===== config.mk =====
export PLATFORM = sky130hd
export DESIGN_NAME = cpu_memory_arbiter
export DESIGN_NICKNAME = d
export VERILOG_FILES = /design/src/rtl/cpu_memory_arbiter.sv
export SDC_FILE = /design/constraint.sdc
export NUM_CORES = 1
export LEC_CHECK = 0
export CORE_ASPECT_RATIO = 1.4
export CORE_MARGIN = 2
export CORE_UTILIZATION = 45
export CTS_CLUSTER_SIZE = 24
export DETAILED_ROUTE_END_ITERATION = 10
export PLACE_DENSITY = 0.82
export SLEW_MARGIN = 0
export SYNTH_ARGS = -nofsm -noshare
export SYNTH_HDL_FRONTEND = slang
export SYNTH_SLANG_ARGS = --single-unit
export TNS_END_PERCENT = 5

===== constraint.sdc =====
create_clock -name clk -period 8.45 [get_ports clk]
set_clock_uncertainty 0.15 [all_clocks]
set_input_delay 2.535 -clock clk [delete_from_list [all_inputs] [get_ports clk]]
set_output_delay 2.535 -clock clk [all_outputs]
set_load 0.03 [all_outputs]

===== src/rtl/cpu_memory_arbiter.sv =====
// Shares the single memory port between instruction fetch and the MEM stage.
// Each grant runs ACCESS then RESP; ties are broken round-robin.
module cpu_memory_arbiter (
  input  logic        clk,
  input  logic        reset,
  input  logic        if_req,
  input  logic [31:0] if_addr,
  output logic [31:0] if_rdata,
  output logic        if_ack,
  input  logic        mem_req,
  input  logic [31:0] mem_addr,
  input  logic [31:0] mem_wdata,
  input  logic        mem_we,
  output logic [31:0] mem_rdata,
  output logic        mem_ack,
  output logic [31:0] mmu_address,
  output logic [31:0] mmu_output_data,
  output logic        mmu_we,
  input  logic [31:0] mmu_input_data,
  output logic        o_busy
);

  localparam logic [1:0] S_IDLE   = 2'd0;
  localparam logic [1:0] S_ACCESS = 2'd1;
  localparam logic [1:0] S_RESP   = 2'd2;

  localparam logic OWN_IF  = 1'b0;
  localparam logic OWN_MEM = 1'b1;

  logic [1:0]  state_q, state_d;
  logic        owner_q, owner_d;
  logic        last_owner_q, last_owner_d;
  logic [31:0] addr_q, addr_d;
  logic [31:0] wdata_q, wdata_d;
  logic        we_q, we_d;
  logic [31:0] if_hold_q, if_hold_d;
  logic [31:0] mem_hold_q, mem_hold_d;

  logic in_access, in_resp;
  logic if_elig, mem_elig, arb, grant_mem;

  assign in_access = (state_q == S_ACCESS);
  assign in_resp   = (state_q == S_RESP);

  // The current owner's request is still high during RESP and must not re-win.
  assign if_elig   = if_req  && !(in_resp && owner_q == OWN_IF);
  assign mem_elig  = mem_req && !(in_resp && owner_q == OWN_MEM);
  assign arb       = (state_q == S_IDLE || in_resp) && (if_elig || mem_elig);
  assign grant_mem = mem_elig && (!if_elig || last_owner_q == OWN_IF);

  always_comb begin
    state_d      = state_q;
    owner_d      = owner_q;
    last_owner_d = last_owner_q;
    addr_d       = addr_q;
    wdata_d      = wdata_q;
    we_d         = we_q;
    if_hold_d    = if_hold_q;
    mem_hold_d   = mem_hold_q;

    case (state_q)
      S_IDLE:   state_d = arb ? S_ACCESS : S_IDLE;
      S_ACCESS: state_d = S_RESP;
      S_RESP:   state_d = arb ? S_ACCESS : S_IDLE;
      default:  state_d = S_IDLE;
    endcase

    if (arb) begin
      owner_d      = grant_mem;
      last_owner_d = grant_mem;
      addr_d       = grant_mem ? mem_addr : if_addr;
      wdata_d      = grant_mem ? mem_wdata : 32'h0;
      we_d         = grant_mem && mem_we;
    end

    // Read data arrives in RESP; capture it for the owner (uses the finishing access's we).
    if (in_resp && !we_q) begin
      if (owner_q == OWN_MEM) mem_hold_d = mmu_input_data;
      else                    if_hold_d  = mmu_input_data;
    end
  end

  always_ff @(posedge clk or posedge reset) begin
    if (reset) begin
      state_q      <= S_IDLE;
      owner_q      <= OWN_IF;
      last_owner_q <= OWN_IF;
      addr_q       <= 32'h0;
      wdata_q      <= 32'h0;
      we_q         <= 1'b0;
      if_hold_q    <= 32'h0;
      mem_hold_q   <= 32'h0;
    end else begin
      state_q      <= state_d;
      owner_q      <= owner_d;
      last_owner_q <= last_owner_d;
      addr_q       <= addr_d;
      wdata_q      <= wdata_d;
      we_q         <= we_d;
      if_hold_q    <= if_hold_d;
      mem_hold_q   <= mem_hold_d;
    end
  end

  assign mmu_address     = in_access ? addr_q  : 32'h0;
  assign mmu_output_data = in_access ? wdata_q : 32'h0;
  assign mmu_we          = in_access && we_q;

  assign if_ack    = in_resp && (owner_q == OWN_IF);
  assign mem_ack   = in_resp && (owner_q == OWN_MEM);
  assign if_rdata  = (if_ack  && !we_q) ? mmu_input_data : if_hold_q;
  assign mem_rdata = (mem_ack && !we_q) ? mmu_input_data : mem_hold_q;
  assign o_busy    = (state_q != S_IDLE);

endmodule


Yosys cells after proc, flatten, opt, wreduce, memory -nomap -nowiden
Cells that the tools add are included.

storage, ports and cells
  memories kept = 0
  bits in registers = 132
  input bits = 133
  bits in latches = 0
  output and inout bits = 132
  word-level logic and storage cells = 41
  memory bits (writable) = 0
  ROM bits = 0

cells by class
  multiply operators = 0
  reductions and logical operators = 23
  multiplexer cells = 8
  order comparisons = 0
  bitwise operators = 1
  shift-type cells = 0
  equality and inequality tests = 2
  add/sub/neg operators = 0
  div/mod/pow operators = 0

operator list
  kind                                                             count
  32-bit 2-to-1 mux                                                6
  1-bit logical AND                                                11
  1-bit zero test                                                  4
  2-bit one-hot mux with 2 select lines                            1
  2-bit AND reduction                                              2
  1-bit logical OR                                                 3
  2-bit by 1-bit == test with 1-bit output, second input constant  1
  2-bit == test, second input constant                             1
  2-bit zero test                                                  1
  2-bit nonzero test                                               1
  2-bit OR reduction                                               1
  1-bit 2-to-1 mux                                                 1
  1-bit inverter                                                   1

Logic depth before layout (Yosys ltp)
  depth after elaboration = 8
  depth in mapped cells = 8
  depth with buffers taken out = 5

Worst setup path before layout
No wires, ideal clock.

  path kind = input-to-output
  start point = input mmu_input_data[0]
  end point = output if_rdata[0]
  data required time = 5765 ps
  stages on the path = 1
  path buffers = 0
  setup slack = 2898 ps
  data arrival time = 2867 ps
  cells stage by stage = mux2_2

between the ends
  longest elaborated chain between the ends = 1

RTL lines
  what               RTL line  source
  start, declared    19        input logic [31:0] mmu_input_data,
  32-bit 2-to-1 mux  111       assign if_rdata = (if_ack && !we_q) ? mmu_input_data : if_hold_q;
  end, declared      8         output logic [31:0] if_rdata,

Every way passes these cells.

Worst setup path after layout
  start point = input mmu_input_data[14]
  end point = output mem_rdata[14]

between the ends
  longest elaborated chain between the ends = 1

RTL lines
  what               RTL line  source
  32-bit 2-to-1 mux  112       assign mem_rdata = (mem_ack && !we_q) ? mmu_input_data : mem_hold_q;
  end, declared      14        output logic [31:0] mem_rdata,

Every way passes these cells.

==> metrics <==
hold_buf cts 0; area grow syn2layout 47.1%; Avg WL per Cell 18.0 µm; Clk pin slew, worst setup/hold paths 50 ps; Hold Crit Depth 1; first-pass GRT wire length 26.0 mm; minimum clock period 6640 ps; Hold Crit Class reg2reg; Root Driver clkbuf_16; Worst-Margin Slew 1310 ps; final hold violations 0; Critical Path RT 5770 ps; CP Class in2out; Max VDD drop 0.213 mV; setup bufs post-CTS 0; DR pass1 iterations 4; reg2reg end addr_q[4]; post-CTS sizing 0; Via Count 4781; CP Data Arrival Time 3960 ps; Distinct cells, synth 28; dpl cells 901; most common cell after layout, fill and taps aside clkdlybuf4s50_1; input/output buffers 264; initial core utilization 45.8%; post-synthesis register bit count 132; number of buffers created by CTS 17; vias per cell 5.12; TritonCTS clock tree yes; Total Power 4.25 mW; Gate power share 54.7%; crit path capture type output port; Iteration-0 DRC Markers 118; Sw Share 38.1%; depth of the most critical reg-to-reg path 4; Max-slew headroom 12.7%; gr usage total 20.6%; Fmax achieved 151 MHz; Nets 861; Worst setup SP type input pin; Cells after Synth 475; clock power share 18.9%; met2 Resource Use GR 36.1%; Post-Route WL 16.8 mm; H-tree Lvls 4; CP Max Fanout 4; Util after Layout 67.4%; NetSw 1.62 mW; ANT nets after route 0; PD cells 423 mW/mm²; Synth Warn # 0; # DRC 0; Clock Path Buffers 2; Power Internal 2.63 mW; antenna violations before repair 0; # Max-Cap Violations 0; Post-Layout Cell Count 933; # rows 53; Cell Area, Synth 0.00683 mm²; LEAKAGE 4.19 nW; Hold Startpoint wdata_q[24]; share of the yosys chip area belonging to registers 48.3%; unrepaired setup endpoints after global routing false; met3 Track Usage GR 8.10%; clk sinks 132; Hold Path End wdata_q[24]; clock insertion delay at the later pin of the skew report 400 ps; global route total overflow 0; Tcrit/Tclk final 78.6%; die width 108 µm; placed wire-length estimate 12.0 mm; GR peak layer met2; Final TNS setup 0 ps; antenna diode count 0; Flop pwr share 26.3%; Die Area 0.0162 mm²; run status complete, no violations; routing usage on met1 22.3%; num ports 265; Synthesized Nets 608; most frequent cells in the layout 264 x clkdlybuf4s50_1, 162 x mux2_2, 132 x dfrtp_1; Syn Area/Cell 14.4 µm²; Die Span Y 150 µm; Filler Cell Count 1102; setup violators final 0; RR Startpoint last_owner_q; area of the core 0.0149 mm²; vias in the first global route 5188; largest net degree at the start of global routing 71; GP Congestion 0.798; fraction of layout cells with a size suffix above 1 36.3%; internal reg-to-reg setup slack 5880 ps; final slew viol count 0
[power by group through the flow]
stage / sequential [mW] / combinational [mW] / clock (mW)
after floorplan: 1.07 / 1.68 / 0
after global placement: 1.10 / 2.30 / 0
after detailed placement: 1.12 / 2.35 / 0
after CTS: 1.12 / 2.35 / 0.820
after global routing: 1.16 / 2.45 / 0.848
final: 1.12 / 2.33 / 0.805
[layer usage]
metal,vias to the layer above,wire length [µm]
met5,-,0
met4,0,428
met3,31,1550
met2,211,8630
met1,2331,6210
li1,2208,-
[cells in the mapped netlist (all sizes together)]
master,count,area share (%)
o21ai,1,0.073
inv,4,0.40
nor2,2,0.11
nor3,2,0.48
nand2b,2,0.29
a31oi,1,0.31
a311o,1,0.15
a21o,1,0.13
dfrtp,132,48
and2b,1,0.13
buf,22,3.7
and3b,1,0.13
nor2b,1,0.092
a21oi,1,0.073
a22o,33,4.8
or2,1,0.092
mux2,192,33
and2,65,6.0
clkbuf,11,1.3
dlymetal6s2s,1,0.18
[critical path, stage by stage]
cell	delay, ps
clkdlybuf4s50_1	550
mux2_2	200
clkdlybuf4s50_1	670
[per-stage QoR]
| stage | cell area (µm²) | setup WS (ps) | hold WS (ps) |
|---|---|---|---|
| after floorplan | 6830 | 2240 | 318 |
| after global placement | 9400 | 1840 | 332 |
| final | 10000 | 1810 | 352 |
| after global routing | 10000 | 1770 | 357 |
| after detailed placement | 9400 | 1830 | 336 |
| after CTS | 10000 | 1820 | 353 |
[area by class of cell]
class                      count  area [µm²]  share of cell area (%)
sequential                   132        3300                    32.9
multi-input combinational    305        3160                    31.4
tap                          192         240                    2.39
inverter                       4        30.0                   0.299
clock buffer                  20         457                    4.54
clock inverter                12         191                    1.90
timing repair buffer         268        2670                    26.6
[worst max-delay path by stage]
stage               cells past startpoint  slack [ps]       endpoint                from
floorplan                               1        2240      addr_q[0]               reset
global placement                        3        1840    if_rdata[0]   mmu_input_data[0]
detailed placement                      3        1830    if_rdata[0]   mmu_input_data[0]
CTS                                     3        1820    if_rdata[0]   mmu_input_data[0]
global route                            3        1770   mem_rdata[0]   mmu_input_data[0]
finish                                  3        1810  mem_rdata[14]  mmu_input_data[14]
[flip-flops by register name, summed over array words and instances, names as in the netlist]
register,cells
mem_hold_q,32
last_owner_q,1
if_hold_q,32
addr_q,32
we_q,1
wdata_q,32
state_q,2
[logic make-up after synthesis]
family,after synthesis,synth area share [%]
buffers and inverters,38,5.60
and+or+nand+nor,75,7.27
muxes,192,33.2
AOI/OAI and AO/OA,38,5.57
DFF,132,48.3
Note: power is estimated with default switching activity, not from simulation.
